<file path="src/rtl/event_change_monitor.sv">
// Change monitor for a single-bit signal: timestamps each change into a small log FIFO
// and counts rises/falls. Optional $display tracing under EVENT_CHANGE_MONITOR_DISPLAY_EN.
module event_change_monitor #(
  parameter int DEPTH = 4,
  parameter int TS_W  = 8
) (
  input  logic            clk,
  input  logic            rst,
  input  logic            i,
  input  logic            arm,
  input  logic            rd_ready,
  output logic            rd_valid,
  output logic [TS_W-1:0] rd_ts,
  output logic            rd_level,
  output logic [7:0]      rise_cnt,
  output logic [7:0]      fall_cnt,
  output logic            overflow,
  output logic            capturing
);
  localparam int AW = (DEPTH > 1) ? $clog2(DEPTH) : 1;

  typedef enum logic [1:0] {IDLE, CAPTURE, FROZEN} state_t;

  state_t          state;
  logic [TS_W-1:0] ts;
  logic            prev;
  logic [TS_W:0]   mem [DEPTH];
  logic [AW:0]     wr_ptr;
  logic [AW:0]     rd_ptr;

  logic            change;
  logic            empty;
  logic            full;
  logic            pop;
  logic            push;
  logic            drop;
  logic [AW:0]     wr_ptr_next;
  logic [AW:0]     rd_ptr_next;
  logic [AW-1:0]   head_idx;
  logic [TS_W:0]   head_data;

  always_comb begin
    change      = i ^ prev;
    empty       = (wr_ptr == rd_ptr);
    full        = (wr_ptr[AW-1:0] == rd_ptr[AW-1:0]) && (wr_ptr[AW] != rd_ptr[AW]);
    pop         = !empty && rd_ready;
    push        = (state == CAPTURE) && change && (!full || pop);
    drop        = (state == CAPTURE) && change && full && !pop;
    wr_ptr_next = wr_ptr + {{AW{1'b0}}, push};
    rd_ptr_next = rd_ptr + {{AW{1'b0}}, pop};
    head_idx    = rd_ptr_next[AW-1:0];
    // A freshly pushed entry can become the head in the same edge; bypass the array for it.
    if (push && (head_idx == wr_ptr[AW-1:0]))
      head_data = {ts, i};
    else
      head_data = mem[head_idx];
  end

  assign rd_valid  = !empty;
  assign capturing = (state == CAPTURE);

  always_ff @(posedge clk) begin
    if (push)
      mem[wr_ptr[AW-1:0]] <= {ts, i};
  end

  always_ff @(posedge clk) begin
    if (rst) begin
      state    <= IDLE;
      ts       <= '0;
      prev     <= 1'b0;
      wr_ptr   <= '0;
      rd_ptr   <= '0;
      rd_ts    <= '0;
      rd_level <= 1'b0;
      rise_cnt <= 8'd0;
      fall_cnt <= 8'd0;
      overflow <= 1'b0;
    end else begin
      ts     <= ts + 1'b1;
      prev   <= i;
      wr_ptr <= wr_ptr_next;
      rd_ptr <= rd_ptr_next;
      if (rd_ptr_next != wr_ptr_next)
        {rd_ts, rd_level} <= head_data;

      case (state)
        IDLE: begin
          if (arm)
            state <= CAPTURE;
        end
        CAPTURE: begin
          if (drop) begin
            overflow <= 1'b1;
            state    <= FROZEN;
          end
        end
        FROZEN: begin
          if (arm) begin
            overflow <= 1'b0;
            state    <= CAPTURE;
          end
        end
        default: state <= IDLE;
      endcase

      if ((state == FROZEN) && arm) begin
        rise_cnt <= 8'd0;
        fall_cnt <= 8'd0;
      end else if (push) begin
        if (i && (rise_cnt != 8'hFF))
          rise_cnt <= rise_cnt + 8'd1;
        if (!i && (fall_cnt != 8'hFF))
          fall_cnt <= fall_cnt + 8'd1;
      end
    end
  end

`ifdef EVENT_CHANGE_MONITOR_DISPLAY_EN
  always_ff @(posedge clk) begin
    if (!rst && push)
      $display("event_change_monitor: push ts=%0d level=%0b", ts, i);
    if (!rst && drop)
      $display("event_change_monitor: overflow, change at ts=%0d dropped", ts);
  end
`endif

endmodule

</file>
<file path="config.mk">
export PLATFORM = sky130hd
export DESIGN_NAME = event_change_monitor
export DESIGN_NICKNAME = d
export VERILOG_FILES = /design/src/rtl/event_change_monitor.sv
export SDC_FILE = /design/constraint.sdc
export NUM_CORES = 1
export LEC_CHECK = 0
export BUFFER_PORTS_ARGS = -buffer_cell sky130_fd_sc_hd__clkbuf_2
export CAP_MARGIN = 20
export CELL_PAD_IN_SITES_DETAIL_PLACEMENT = 0
export CELL_PAD_IN_SITES_GLOBAL_PLACEMENT = 1
export CORE_UTILIZATION = 43
export DETAILED_ROUTE_END_ITERATION = 7
export PLACE_DENSITY = 0.79
export SLEW_MARGIN = 20
export SYNTH_ARGS = -nofsm -noshare
export SYNTH_HDL_FRONTEND = slang
export SYNTH_SLANG_ARGS = --single-unit
</file>
<file path="constraint.sdc">
create_clock -name clk -period 2.95 [get_ports clk]
set_input_delay 0.295 -clock clk [delete_from_list [all_inputs] [get_ports clk]]
set_output_delay 0.295 -clock clk [all_outputs]
set_load 0.02 [all_outputs]
</file>
# Yosys cells after proc, flatten, opt, wreduce, memory -nomap -nowiden
# Memory sizes are Yosys's and may differ from the RTL's. A register that Yosys moved wholly into a read port is not among the register bits.
# Cells that the tools add are included.
[totals] reg_bits=34 ram_bits=36 input_bits=5 output_inout_bits=28 wordCells=56 memories=1
[classes] addsub=5 eq_ne=11 n_mux=8 n_bitwise=1 n_reduce_logical=22
[memory_table] name="mem" words=4 word_bits=9 read_ports=1 rd_ports_with_merged_regs=1 write_ports=1 line="27" text="logic [TS_W:0] mem [DEPTH];"
[op_table] op="adder 8 x 1 -> 8 bit, second input constant" count=3
[op_table] op="!= test 8 bit, second input constant" count=2
[op_table] op="logical AND 1 bit" count=9
[op_table] op="adder 3 x 1 -> 3 bit" count=2
[op_table] op="AND reduction 2 bit" count=3
[op_table] op="logical NOT 1 bit" count=4
[op_table] op="2-to-1 mux 1 bit" count=4
[op_table] op="2-to-1 mux 2 bit" count=2
[op_table] op="!= test 2 x 1 -> 1 bit, second input constant" count=2
[op_table] op="case mux 2 bit (2 select lines)" count=1
[op_table] op="OR reduction 2 bit" count=2
[op_table] op="equality test 3 bit" count=1
[op_table] op="!= test 3 bit" count=1
[op_table] op="AND reduction 3 bit" count=1
[op_table] op="equality test 2 x 1 -> 1 bit, second input constant" count=1
[op_table] op="equality test 2 bit" count=1
[op_table] op="equality test 2 bit, second input constant" count=1
[op_table] op="logical NOT 2 bit" count=1
[op_table] op="!= test 2 bit, second input constant" count=1
[op_table] op="case mux 1 bit (2 select lines)" count=1
[op_table] op="nonzero test 2 bit" count=1
[op_table] op="logical OR 1 bit" count=1
[op_table] op="!= test 1 bit" count=1
[op_table] op="bitwise XOR 1 bit" count=1

# Longest topological paths before layout
# Gate-level depths: netlist of run 1.
[logic_depth] depth_word=7 ltp_mapped=11 depth_no_buf=10

# Worst setup path before layout of run 1
# Ideal clock, no wire load.
[synth_path] path_kind="register to register" start="register wr_ptr[0]" end="register rd_ts[3], read port of mem" setup_time_ps=135 t_arrival_ps=2766 required_time_ps=2815 setup_slack_ps=49 stages_incl_launch_ff=12 n_path_buf=1 period_less_slack_ps=2901 cell_sequence="dfxtp_1 -> xor2_2 -> or4_1 -> nand2_1 -> inv_2 -> ha_1 -> ha_1 -> xnor2_1 -> xor2_1 -> or2_2 -> buf_2 -> a311oi_2"
[synth_via] elab_chain_len=7 elab_cells_between_ends=11 classes_between="add/sub: 2; eq/ne: 3; reduce/logical: 6"
[synth_lines] element="from (decl)" line="28" text="logic [AW:0] wr_ptr;"
[synth_lines] element="from (signal assigned)" line="82" text="wr_ptr <= wr_ptr_next;"
[synth_lines] element="equality test 3 bit or equality test 2 bit (tied branches)" line="44, 45"
[synth_lines] element="logical NOT 1 bit or logical AND 1 bit (tied branches)" line="46, 45"
[synth_lines] element="logical AND 1 bit or logical NOT 1 bit (tied branches)" line="46, 47"
[synth_lines] element="logical OR 1 bit" line="47" text="push = (state == CAPTURE) && change && (!full || pop);"
[synth_lines] element="logical AND 1 bit" line="47"
[synth_lines] element="adder 3 x 1 -> 3 bit" line="49" text="wr_ptr_next = wr_ptr + {{AW{1'b0}}, push};"
[synth_lines] element="!= test 3 bit" line="84" text="if (rd_ptr_next != wr_ptr_next)"
[synth_lines] element="to (decl)" line="13" text="output logic [TS_W-1:0] rd_ts,"
# Parallel ways exist; a longest one is shown, timed or not.
# A chain may end at the register's enable or synchronous reset.

# Worst setup path in the final report of run 1
[layout_path] start="register wr_ptr[0]" end="register rd_ts[5], read port of mem"
# Same word-level chain as after synthesis.

==> impl_metrics.json, run 1 <==
{
  "status": "complete, no violations",
  "overflow": 0,
  "cts_tree": "done",
  "drt_pass1_iterations": 4,
  "ys_ff_latch": 79,
  "arrival_ns": 3.00,
  "start_util": 0.447,
  "layout_min_cycle_time_ns": 2.76,
  "grt_max_degree": 34,
  "fillers": 667,
  "cts_sinks": 79,
  "rsz0062_at_grt": "no",
  "yosysTopAreaCell": "edfxtp_1",
  "cts_root_buffer": "clkbuf_8",
  "cp_max_fo": 9,
  "die_area_um2": 8390,
  "ios": 33,
  "p_leak_nw": 1.39,
  "ys_warn_count": 0,
  "gr-usage-all-layers": 0.178,
  "yosysSeqAreaShare": 0.563,
  "grt_pass1_vias": 2263,
  "yosysMostFrequentCell": "dfxtp_1",
  "synth_nets": 294,
  "num_rows": 32,
  "die_h_um": 91.6,
  "cts_made_buffers": 9,
  "async_flop_share": 0,
  "max_stage_delay_ns": 0.57,
  "drive_above_1_share": 0.235,
  "ff_latch_area_um2": 1940,
  "crit_buf_inv": 1,
  "crit_family": "simple AND/OR/NAND/NOR gates",
  "finalCritPeriodShare": 0.937,
  "die_w_um": 91.6,
  "ctsHtreeMaxLevel": 3,
  "vdd_drop_max_mv": 0.407,
  "cts_setup_buffers": 0,
  "n_antenna_cell": 0,
  "worstPathRequired_ns": 3.19,
  "path_class": "reg2reg",
  "antenna_found_initial": 0,
  "route.detailed.drc": 0,
  "clk_latency_ns": 0.34,
  "dpl_cell_area_um2": 3760,
  "via_count": 2345,
  "grt_pass1_wl_um": 11300,
  "max_freq_ghz": 0.362,
  "drt-total-wl_um": 6850,
  "synth_edf_count": 36,
  "route.antenna.remaining_nets": 0,
  "finClkSkew_ns": 0.00506,
  "synth_area_leaders": "edfxtp_1 31%, dfxtp_1 25%, mux4_2 5.9%, ha_1 2.5%, or3b_1 2.5%",
  "synth_cell_types": 45,
  "initialDrtViolationCount": 108,
  "synth_common_cells": "43 x dfxtp_1, 36 x edfxtp_1, 17 x a21oi_1, 15 x o21ai_0, 14 x nor2_1",
  "min_path_type": "in2reg",
  "place_hpwl_um": 4700,
  "worstMarginPinSlew_ns": 1.00,
  "cts.path.max_buffers": 2,
  "clk_pin_slew_ns": 0.08,
  "nNetsFinal": 335,
  "syn_area_per_cell_um2": 12.2,
  "coreArea_um2": 7730,
  "maxCapViolations": 0,
  "synth_area_um2": 3450,
  "portBuffers": 32,
  "cp_slowest_cell": "or4_1",
  "syn_to_final_growth_pct": 14.1,
  "syn_inst": 282,
  "wl_per_cell_um": 15.9,
  "fin_area_um2": 3940,
  "critPathLaunchType": "register",
  "crit_chain": "xor2_2, or4_1, nand2_2, inv_2, ha_1, ha_1, xnor2_1, xor2_1, or2_2, a311oi_1",
  "synth_top_area_frac": 0.313,
  "gp_congestion": 0.739,
  "setup_viol": 0,
  "drv_slew": 0,
  "multiInputGateArea_um2": 1420,
  "cp-end-kind": "register",
  "synth_flop_cell": "dfxtp_1",
  "path_common_cell": "ha_1",
  "vias_per_cell": 5.45,
  "finalSetupTns_ns": 0,
  "p_per_area_nw_per_um2": 627,
  "finalHoldViolCount": 0,
  "slew_headroom": 0.323
}
path summary, 6_finish.rpt:
path                            startpoint        to  slack, ns  cells past startpoint
worst min register to register    overflow  overflow       0.48                      2
worst max register to register   wr_ptr[0]  rd_ts[5]       0.19                     10
worst max-delay path             wr_ptr[0]  rd_ts[5]       0.19                     10
worst min-delay path                   arm  state[0]       0.22                      3
area by class of cell:
cell class	instances	share of cell area
Sequential cell	79	0.493
Multi-Input combinational cell	185	0.361
Timing Repair Buffer	45	0.0655
Clock buffer	13	0.0404
Tap cell	102	0.0324
Clock inverter	3	0.00477
Inverter	3	0.00286
cell families (layout without fill, tap and decap cells):
| logic type | Yosys count | after routing | share of synthesized area |
|---|---|---|---|
| adders and majority gates | 7 | 7 | 0.0254 |
| and+or+nand+nor | 95 | 95 | 0.173 |
| AOI/OAI and AO/OA | 56 | 56 | 0.103 |
| DFF | 79 | 79 | 0.563 |
| muxes | 10 | 10 | 0.0616 |
| buffers and inverters | 18 | 64 | 0.0261 |
| xor gates and xnor gates | 17 | 17 | 0.0475 |
repair_timing:
item,in CTS,in global routing
hold buffers,0,0
setup endpoints to repair,0,3
gates resized for setup,0,1
where the power goes:
part | leakage, nW | internal, mW | switching (mW)
combinational | 0.618 | 0.209 | 0.279
clock | 0.0934 | 0.351 | 0.370
sequential | 0.683 | 1.21 | 0.0484
total | 1.39 | 1.77 | 0.698
worst reg2reg max path, delay by kind of cell, from the launching register on:
| family | cells | cell delay (ns) |
|---|---|---|
| and+or+nand+nor | 3 | 1.13 |
| buffers and inverters | 1 | 0.05 |
| adders and majority gates | 2 | 0.36 |
| xor gates and xnor gates | 3 | 0.55 |
| DFF | 1 | 0.34 |
| AOI/OAI and AO/OA | 1 | 0.25 |
per-layer routing:
layer | up-vias | global-route usage | routed length, µm
li1 | 1165 | - | -
met1 | 1142 | 0.209 | 3100
met2 | 34 | 0.311 | 3470
met3 | 4 | 0.0611 | 247
met4 | 0 | 0.0437 | 32
met5 | - | 0 | 0
registers in the layout, indices dropped and copies added, names as in the netlist:
| signal | flops |
|---|---|
| fall_cnt | 8 |
| mem | 36 |
| overflow | 1 |
| prev | 1 |
| rd_level | 1 |
| rd_ptr | 3 |
| rd_ts | 8 |
| rise_cnt | 8 |
| state | 2 |
| ts | 8 |
| wr_ptr | 3 |
placed cells by master, fill, tap and decap left out, drive strengths merged, types with 2 or more instances in the layout:
cell type,netlist,layout
buf,9,13
nor3b,2,2
a21oi,17,17
and2,2,2
o21ai,18,18
or2,2,2
mux4,9,9
inv,3,3
nor2,14,14
and3,5,5
o31ai,9,9
or4,10,10
nand2,7,7
dfxtp,43,43
ha,7,7
clkbuf,6,45
or3,5,5
o211ai,2,2
or3b,10,10
nand4,4,4
edfxtp,36,36
nor3,11,11
xnor2,10,10
a311oi,9,9
nand3,8,8
clkinv,0,3
nor2b,7,7
xor2,7,7
stage by stage:
stage / util / hold slack, ns / cells / total power [mW] / setup WS (ns)
after floorplan: - / 0.394 / 282 / 1.63 / 0.0489
after CTS: 0.509 / 0.201 / 430 / 2.50 / 0.125
after detailed placement: 0.486 / 0.467 / 414 / 1.78 / 0.145
final: 0.510 / 0.222 / 430 / 2.47 / 0.187
after global routing: 0.510 / 0.212 / 430 / 2.59 / 0.0149
after global placement: 0.486 / 0.450 / 414 / 1.77 / 0.256
Power figures use the tool's default switching activity.
==> run 2: changes to the inputs <==
Settings changed: BUFFER_PORTS_ARGS -buffer_cell sky130_fd_sc_hd__clkbuf_2 to -buffer_cell sky130_fd_sc_hd__buf_4.
==> run 2 against run 1 <==
- sequential power about the same
- register-to-register slack better by 0.02 ns
- maximum frequency up 0.67%
- sequential cell count unchanged
- global-route usage down 0.14 points
- first-iteration DRC count down 19%
- clock skew up 0.0037 ns
- clock power up 27%
- non-clock buffer count unchanged
- critical path type unchanged
- highest routed layer unchanged
==> impl_metrics.json, run 2 (synthesis results as in run 1) <==
{
  "internal_power_mw": 1.94,
  "start_util": 0.447,
  "worstPathRequired_ns": 3.21,
  "drive_above_1_share": 0.241,
  "max_stage_delay_ns": 0.36,
  "nNetsFinal": 335,
  "overflow": 0,
  "die_area_um2": 8390,
  "path_class": "reg2reg",
  "finClkSkew_ns": 0.00873,
  "p_leak_nw": 1.44,
  "dpl_cell_area_um2": 3840,
  "multiInputGateArea_um2": 1420,
  "portBuffers": 32,
  "switching_share": 0.279,
  "crit_start": "rd_ptr[2]",
  "crit_family": "simple AND/OR/NAND/NOR gates",
  "drv_slew": 0,
  "final_cells": 430,
  "n_antenna_cell": 0,
  "vias_per_cell": 5.50,
  "via_count": 2364,
  "p_sw_mw": 0.752,
  "slew_headroom": 0.595,
  "cp-end-kind": "register",
  "setup_viol": 0,
  "cp_max_fo": 17,
  "ctsHtreeMaxLevel": 3,
  "max_freq_ghz": 0.364,
  "cts_made_buffers": 9,
  "finalSetupTns_ns": 0,
  "route.antenna.remaining_nets": 0,
  "mostFrequentLayoutCells": "45 x buf_4, 43 x dfxtp_1, 36 x edfxtp_1",
  "fin_area_um2": 4070,
  "grt_pass1_vias": 2223,
  "drt-total-wl_um": 6850,
  "gr-usage-all-layers": 0.177,
  "p_per_area_nw_per_um2": 662,
  "clk_pin_slew_ns": 0.09,
  "power_frac_clock": 0.339,
  "largest_reg_flops": 36,
  "cp_slowest_cell": "xnor2_1",
  "min_path_type": "in2reg",
  "combPwrFrac": 0.195,
  "cp-endpoint": "rd_ts[0]",
  "vdd_drop_max_mv": 0.400,
  "worst-path-stages": 10,
  "fillers": 673,
  "crit_chain": "xnor2_1, nand2_1, and2_1, ha_1, ha_1, xnor2_1, nand4b_2, buf_4, or3b_1, a311oi_1",
  "crit_buf_inv": 1,
  "gp_congestion": 0.765,
  "syn_to_final_growth_pct": 18.0,
  "worstMarginPinSlew_ns": 0.602,
  "r2r-start": "rd_ptr[2]",
  "p_seq_frac": 0.466,
  "route.detailed.drc": 0,
  "num_rows": 32,
  "finalHoldViolCount": 0,
  "rsz0062_at_grt": "no",
  "final_common_cell": "buf_4",
  "coreArea_um2": 7730,
  "grt_max_degree": 34,
  "rr_worst_depth": 10,
  "wl_per_cell_um": 15.9,
  "maxCapViolations": 0,
  "initialDrtViolationCount": 87,
  "drt_pass1_iterations": 4,
  "ios": 33,
  "ff_latch_area_um2": 1940,
  "status": "complete, no violations",
  "die_h_um": 91.6,
  "cts_root_buffer": "clkbuf_8",
  "finalCritPeriodShare": 0.930,
  "arrival_ns": 3.01,
  "antenna_found_initial": 0,
  "clk_latency_ns": 0.35,
  "critPathLaunchType": "register",
  "layout_min_cycle_time_ns": 2.74,
  "grt_pass1_wl_um": 11200,
  "die_w_um": 91.6,
  "cts_tree": "done",
  "cts_setup_buffers": 0,
  "place_hpwl_um": 4630,
  "placed_cells": 414,
  "timing.rr.end": "rd_ts[0]",
  "rrSetupSlack_ns": 0.21,
  "cts_sinks": 79,
  "cts.path.max_buffers": 2
}
[run 2: cell count changes in the layout (fill, tap and decap cells not counted), sizes merged]
| cell | delta |
|---|---|
| inv | +1 |
| clkbuf | -36 |
| buf | +32 |
| bufinv | +2 |
| clkinv | +1 |
[run 2: power by group through the flow]
stage          clock network (mW)  logic [mW]  registers [mW]
6_report                    0.913       0.525            1.26
5_1_grt                     0.976       0.564            1.27
4_1_cts                     0.937       0.525            1.26
3_5_place_dp                    0       0.524            1.29
3_3_place_gp                    0       0.519            1.28
2_1_floorplan                   0       0.294            1.33
[run 2: final cells by class]
cell class,count,share of cell area
inverters,3,0.00276
clock inverters,7,0.0261
multi-input cells,185,0.350
flip-flops and latches,79,0.477
repair buffers,45,0.0829
well taps,102,0.0313
clock buffers,9,0.0304
[run 2: worst min path at each step]
| stage | from | end | slack (ns) | cells after the start |
|---|---|---|---|---|
| 2_1_floorplan | i | mem[0][0] | 0.39 | 0 |
| 3_3_place_gp | overflow | overflow | 0.45 | 2 |
| 3_5_place_dp | overflow | overflow | 0.46 | 2 |
| 4_1_cts | i | mem[2][0] | 0.19 | 1 |
| 5_1_grt | i | mem[3][0] | 0.19 | 1 |
| 6_report | i | mem[2][0] | 0.20 | 1 |
[run 2: per-layer routing]
layer / share of wire / up-vias / track usage / wire [µm]
li1: - / 1161 / - / -
met4: 0.017 / 0 / 0.0714 / 119
met3: 0.033 / 10 / 0.0444 / 225
met1: 0.46 / 1159 / 0.225 / 3150
met2: 0.49 / 34 / 0.287 / 3360
met5: 0 / - / 0 / 0
[run 2: repair_timing]
item,in CTS,in global routing
hold buffers,0,0
gates resized for setup,0,2
endpoints found under the setup margin,0,4
[run 2: through the flow]
step / setup slack (ns) / hold slack, ns / utilization / power (mW)
2_1_floorplan: 0.0489 / 0.394 / - / 1.63
3_3_place_gp: 0.265 / 0.452 / 0.497 / 1.80
3_5_place_dp: 0.181 / 0.464 / 0.497 / 1.81
4_1_cts: 0.154 / 0.188 / 0.526 / 2.72
5_1_grt: 0.0129 / 0.192 / 0.527 / 2.81
6_report: 0.206 / 0.203 / 0.527 / 2.70
